$ cat src/rtl/multicycle_control.sv
// Main control FSM for the multi-cycle RISC-V datapath.
// Sequences loads, stores and OP-IMM; any other opcode halts the core.
module multicycle_control #(
  parameter int CNT_W = 32
) (
  input  logic             clk,
  input  logic             rst,
  input  logic [6:0]       opcode,
  input  logic             mem_ready,
  output logic             pc_write,
  output logic             ir_write,
  output logic             adr_src,
  output logic             mem_read,
  output logic             mem_write,
  output logic             reg_write,
  output logic [1:0]       alu_src_a,
  output logic [1:0]       alu_src_b,
  output logic [1:0]       alu_op,
  output logic [1:0]       result_src,
  output logic             halted,
  output logic             retired,
  output logic [CNT_W-1:0] retire_cnt
);

  typedef enum logic [3:0] {
    S_FETCH  = 4'd0,
    S_DECODE = 4'd1,
    S_MEMADR = 4'd2,
    S_MEMRD  = 4'd3,
    S_MEMWB  = 4'd4,
    S_MEMWR  = 4'd5,
    S_EXECI  = 4'd6,
    S_ALUWB  = 4'd7,
    S_HALT   = 4'd8
  } state_t;

  localparam logic [6:0] OP_LOAD  = 7'b0000011;
  localparam logic [6:0] OP_STORE = 7'b0100011;
  localparam logic [6:0] OP_IMM   = 7'b0010011;

  state_t           r_state;
  state_t           w_next;
  logic [CNT_W-1:0] r_cnt;

  always_ff @(posedge clk or posedge rst) begin
    if (rst) r_state <= S_FETCH;
    else     r_state <= w_next;
  end

  always_comb begin
    w_next     = r_state;
    pc_write   = 1'b0;
    ir_write   = 1'b0;
    adr_src    = 1'b0;
    mem_read   = 1'b0;
    mem_write  = 1'b0;
    reg_write  = 1'b0;
    alu_src_a  = 2'b00;
    alu_src_b  = 2'b00;
    alu_op     = 2'b00;
    result_src = 2'b00;
    halted     = 1'b0;
    retired    = 1'b0;
    case (r_state)
      S_FETCH: begin
        mem_read   = 1'b1;
        alu_src_b  = 2'b10;
        result_src = 2'b10;
        ir_write   = mem_ready;
        pc_write   = mem_ready;
        if (mem_ready) w_next = S_DECODE;
      end
      S_DECODE: begin
        alu_src_a = 2'b01;
        alu_src_b = 2'b01;
        if (opcode == OP_LOAD || opcode == OP_STORE)
          w_next = S_MEMADR;
        else if (opcode == OP_IMM)
          w_next = S_EXECI;
        else
          w_next = S_HALT;
      end
      S_MEMADR: begin
        alu_src_a = 2'b10;
        alu_src_b = 2'b01;
        w_next    = (opcode == OP_LOAD) ? S_MEMRD : S_MEMWR;
      end
      S_MEMRD: begin
        adr_src  = 1'b1;
        mem_read = 1'b1;
        if (mem_ready) w_next = S_MEMWB;
      end
      S_MEMWB: begin
        result_src = 2'b01;
        reg_write  = 1'b1;
        retired    = 1'b1;
        w_next     = S_FETCH;
      end
      S_MEMWR: begin
        adr_src   = 1'b1;
        mem_write = 1'b1;
        if (mem_ready) begin
          retired = 1'b1;
          w_next  = S_FETCH;
        end
      end
      S_EXECI: begin
        alu_src_a = 2'b10;
        alu_src_b = 2'b01;
        alu_op    = 2'b10;
        w_next    = S_ALUWB;
      end
      S_ALUWB: begin
        reg_write = 1'b1;
        retired   = 1'b1;
        w_next    = S_FETCH;
      end
      S_HALT: begin
        halted = 1'b1;
      end
      default: w_next = S_FETCH;
    endcase
    // state is already FETCH under reset; only the Mealy strobes need masking
    if (rst) begin
      pc_write  = 1'b0;
      ir_write  = 1'b0;
      mem_read  = 1'b0;
      mem_write = 1'b0;
      reg_write = 1'b0;
      retired   = 1'b0;
    end
  end

  always_ff @(posedge clk or posedge rst) begin
    if (rst)          r_cnt <= '0;
    else if (retired) r_cnt <= r_cnt + {{(CNT_W-1){1'b0}}, 1'b1};
  end

  assign retire_cnt = r_cnt;

endmodule

$ cat config.mk
export PLATFORM = sky130hd
export DESIGN_NAME = multicycle_control
export DESIGN_NICKNAME = d
export VERILOG_FILES = /design/src/rtl/multicycle_control.sv
export SDC_FILE = /design/constraint.sdc
export NUM_CORES = 1
export LEC_CHECK = 0
export ABC_AREA = 1
export CORE_MARGIN = 2
export CORE_UTILIZATION = 50
export DETAILED_ROUTE_END_ITERATION = 8
export PLACE_DENSITY = 0.82
export SLEW_MARGIN = 40
export SYNTH_ARGS = -nofsm -noshare
export SYNTH_HDL_FRONTEND = slang
export SYNTH_SLANG_ARGS = --single-unit
$ cat constraint.sdc
create_clock -name clk -period 2.54 [get_ports clk]
set_clock_uncertainty 0.15 [all_clocks]
set_input_delay 0.381 -clock clk [delete_from_list [all_inputs] [get_ports clk]]
set_output_delay 0.381 -clock clk [all_outputs]
set_load 0.005 [all_outputs]
After elaboration in Yosys (flattened, before gate mapping) --
Index checks and enable logic that the tools add are counted.
Word-level totals: flip-flop bits (word level) 36, input bits 10, word-level logic and storage cells 50
Operators by class: add/subtract/negate cells 1, equality and inequality tests 14, mux-type cells 24, bitwise logic cells 1, reduce and logical (&&, ||, !) cells 8
Operators by type and width (number):
- $add A32 B1 Y32 const B | 1
- $pmux W4 S7 | 1
- $mux W4 | 5
- $eq A4 B3 Y1 const B | 4
- $mux W1 | 12
- $pmux W2 S2 | 3
- $eq A4 B2 Y1 const B | 2
- $reduce_or A2 Y1 | 4
- $eq A7 B2 Y1 const B | 1
- $eq A7 B5 Y1 const B | 1
- $eq A7 B6 Y1 const B | 1
- $ne A2 B2 Y1 const B | 3
- $eq A4 B1 Y1 const B | 1
- $eq A4 B4 Y1 const B | 1
- $logic_not A4 Y1 | 1
- $reduce_and A4 Y1 | 1
- $mux W3 | 1
- $reduce_or A3 Y1 | 1
- $mux W2 | 1
- $pmux W1 S2 | 1
- $logic_or A1 B1 Y1 | 1
- $not A1 Y1 | 1

Longest topological paths before layout --
depth in word-level cells 4, mapped depth 10, mapped depth without buffers 10

Least setup slack after synthesis --
OpenSTA, ideal clock, no wires.
kind register -> output, start register r_state[3], end output port pc_write, arrival time 1.183 ns, path slack 0.826 ns, stages on the path, launching flop included 7, cells stage by stage dfrtp_1 -> nor2_1 -> inv_1 -> nor2_1 -> inv_1 -> nor3_1 -> buf_4
On the way: word-level cells in the longest chain between the ends 3
Ends and longest elaborated chain:
- start, declared | line 41 | state_t r_state;
- start signal, assigned | line 47 | else r_state <= w_next;
- $logic_not A4 Y1
- $mux W1 (2 in a row)
- end, declared | line 10 | output logic pc_write,
Every way passes these cells.

Worst setup path after layout --
start register r_state[3], end output port alu_src_b[0]
On the way: word-level cells in the longest chain between the ends 3, elaborated cells on any way between the ends 6, those cells by class eq/ne: 3; mux: 1; reduce/logical: 2
Ends and longest elaborated chain:
- $eq A4 B1 Y1 (tied with other cells) | line 64 | case (r_state)
- $reduce_or A3 Y1 (no source line)
- $pmux W2 S2 (*) | line 64
- end, declared | line 17 | output logic [1:0] alu_src_b,
Mark *: on every way between the ends. The rest lies on a longest branch, timed or not.

==> reports/results.tsv <==
metric	value	unit
max-cap-violations	0	
vias	2119	
wire_per_inst	11.6	um
die_height	70.2	um
rsz0062_at_grt	no	
row_count	24	
crit_type	reg -> out	
cts.path.max_buffers	2	
area_growth_syn_to_layout	35.2	%
clock.fmax	0.413	GHz
layout.cells.most_common_list	sky130_fd_sc_hd__nand2_1, sky130_fd_sc_hd__clkdlybuf4s50_1, sky130_fd_sc_hd__nor2_1, sky130_fd_sc_hd__inv_1, sky130_fd_sc_hd__dfrtp_1	
r2r_cells	11	
synth_seq_area_share	41.2	%
drtPass1Iterations	4	
synthesis.nets	323	
worst_setup_hold_path_clk_slew	0.08	ns
mappedNetlistArea	2190	sq um
routed_via_density	4.97	
portBuffers	56	
final.fill_count	376	
max_rail_drop_vdd	0.450	mV
crit-reg2reg-launch	r_state[3]	
post-route-util	68.9	%
critPathRequiredTime	2.01	ns
startpoint_type	register	
report.final.setup_viol	0	
worstPathArrival	1.89	ns
maxSlewViolCount	0	
power_density_over_cell_area	587	nW/um^2
finalWeightedCongestion	0.844	
syn_inst_count	312	
maximum_level_of_the_cts_h_tree	2	
run_status	finished clean	
coreArea	4290	sq um
pin_count_of_the_biggest_net_entering_global_routing	37	
detail-route-antenna-nets	0	
cellLeakagePower	0.00135	uW
total_power	1740	uW
multi_input_comb_area	1100	sq um
drt_iter0_drc	158	
reg_to_reg_endpoint	retire_cnt[22]	
drc	0	
num_antenna_cells	0	
tritoncts	yes	
boundaryPins	58	
final_min_period_over_clock_period	95.3	%
detailed_place_hpwl	3730	um
endpoint	alu_src_b[0]	
grt.overflow.total	0	
grt_overall_usage	21.5	%
initial_cell_density_of_the_core	51.0	%
timing.critical_path.from	r_state[3]	
post_route_cells_drive_above_1_share	6.95	%
die_width	70.2	um
report.final.hold_viol_count	0	
ctsHoldBuffers	0	
synth.distinct_cells	25	
sequential_cell_area	901	sq um
clock_sink_count	36	
grt_first_pass_wirelength	8510	um
worst-path-max-fanout	6	
post_synth.cell_area_avg	7.01	sq um
floorplan.die_area	4920	sq um
routed_wl	4950	um
yosysWarnings	0	
timing.setup.tns	0	ns
final_net_count	384	
cts_root_buf	sky130_fd_sc_hd__clkbuf_8	
clock_buffers_created_by_tritoncts	5	
worstHoldPathType	reg -> reg	
whs	0.376	ns
cell_area_placed	2800	sq um
design_area	2960	sq um
final_common_cell	sky130_fd_sc_hd__nand2_1	
worst_skew_pair.late_latency	0.29	ns
timing.reg2reg.setup_slack	0.67	ns
grt_pass1_vias	1898	
finalCriticalPeriod	2.42	ns
worstSetupEndpointType	output pin	
synth-seq-cells	36	
antenna_found_initial	0	
==> cell type report <==
class	count	area share (%)
clock buffers	5	2.33
clock inverters	3	3.04
inverters	41	5.20
multi-input cells	231	37.3
flip-flops and latches	36	30.4
well taps	52	2.20
repair buffers	58	19.5
==> synthesized netlist by cell type <==
cell type / count / area, sq um
sky130_fd_sc_hd__nand2_1: 107 / 402
sky130_fd_sc_hd__nor2_1: 45 / 169
sky130_fd_sc_hd__inv_1: 37 / 139
sky130_fd_sc_hd__dfrtp_1: 36 / 901
sky130_fd_sc_hd__nand3_1: 18 / 90.1
sky130_fd_sc_hd__nand4_1: 8 / 50.1
sky130_fd_sc_hd__o21ai_0: 8 / 40.0
sky130_fd_sc_hd__xnor2_1: 7 / 61.3
sky130_fd_sc_hd__nand3b_1: 6 / 45.0
sky130_fd_sc_hd__nor3_1: 5 / 25.0
sky130_fd_sc_hd__xor2_1: 5 / 43.8
sky130_fd_sc_hd__inv_2: 4 / 15.0
sky130_fd_sc_hd__nor2_4: 4 / 45.0
sky130_fd_sc_hd__a21oi_1: 3 / 15.0
sky130_fd_sc_hd__buf_4: 3 / 22.5
sky130_fd_sc_hd__nand2_4: 3 / 33.8
sky130_fd_sc_hd__nor2_2: 3 / 18.8
sky130_fd_sc_hd__and2_1: 2 / 12.5
sky130_fd_sc_hd__o21ai_1: 2 / 10.0
sky130_fd_sc_hd__buf_6: 1 / 11.3
sky130_fd_sc_hd__conb_1: 1 / 3.75
sky130_fd_sc_hd__ha_1: 1 / 12.5
sky130_fd_sc_hd__nand2_2: 1 / 6.26
sky130_fd_sc_hd__o2111ai_1: 1 / 8.76
sky130_fd_sc_hd__o21bai_1: 1 / 7.51
==> registers in the layout (all words and copies together), names as in the netlist <==
name        cells
retire_cnt     32
r_state         4
==> how the worst min path moves through the flow <==
| stage | depth (start not counted) | end | slack (ns) | from |
|---|---|---|---|---|
| final | 1 | retire_cnt[5] | 0.38 | retire_cnt[5] |
| after global routing | 1 | retire_cnt[7] | 0.40 | retire_cnt[7] |
| after CTS | 1 | retire_cnt[5] | 0.38 | retire_cnt[5] |
| after detailed placement | 1 | retire_cnt[5] | 0.36 | retire_cnt[5] |
| after global placement | 1 | retire_cnt[5] | 0.36 | retire_cnt[5] |
| after floorplan | 2 | r_state[2] | 0.34 | r_state[2] |
==> logic make-up (layout without fill, tap and decap cells) <==
group / count (synthesis) / in the layout / share of synthesized area (%)
AO/OA/AOI/OAI: 15 / 15 / 3.72
XOR/XNOR: 12 / 12 / 4.80
adder cells (fa/ha/maj): 1 / 1 / 0.572
buffers and inverters: 45 / 107 / 8.58
flip-flops: 36 / 36 / 41.2
other: 1 / 1 / 0.171
AND/OR/NAND/NOR: 202 / 202 / 41.0
==> where the power goes <==
group          internal [uW]  switching, uW  total, uW
sequential               608           34.3        642
clock                    491            214        706
combinational            191            197        388
==> critical path, cell delays in order, from the launching register on <==
cell and delay (ns):
sky130_fd_sc_hd__dfrtp_1 0.41, sky130_fd_sc_hd__nor2_1 0.15, sky130_fd_sc_hd__inv_1 0.12, sky130_fd_sc_hd__nor2_1 0.30
sky130_fd_sc_hd__inv_1 0.07, sky130_fd_sc_hd__nand2_1 0.06, sky130_fd_sc_hd__clkdlybuf4s50_1 0.49
==> per-stage QoR <==
step           worst slack (ns)  instances
6_report                  0.118        426
5_1_grt                  0.0470        426
4_1_cts                   0.115        426
3_5_place_dp              0.291        418
3_3_place_gp              0.326        418
2_1_floorplan             0.826        312
==> what timing repair did <==
action,4_1_cts,5_1_grt
endpoints found under the setup margin,0,1
gates resized for setup,0,1
setup buffers,0,0
==> layer usage <==
metal / wire length [um] / vias to the layer above / GRT usage (%)
met5: 0 / - / 0
met4: 40 / 0 / 4.49
met3: 266 / 5 / 4.47
met2: 2410 / 52 / 35.6
met1: 2230 / 969 / 29.3
li1: - / 1093 / -
Note: power is estimated with default switching activity, not from simulation.
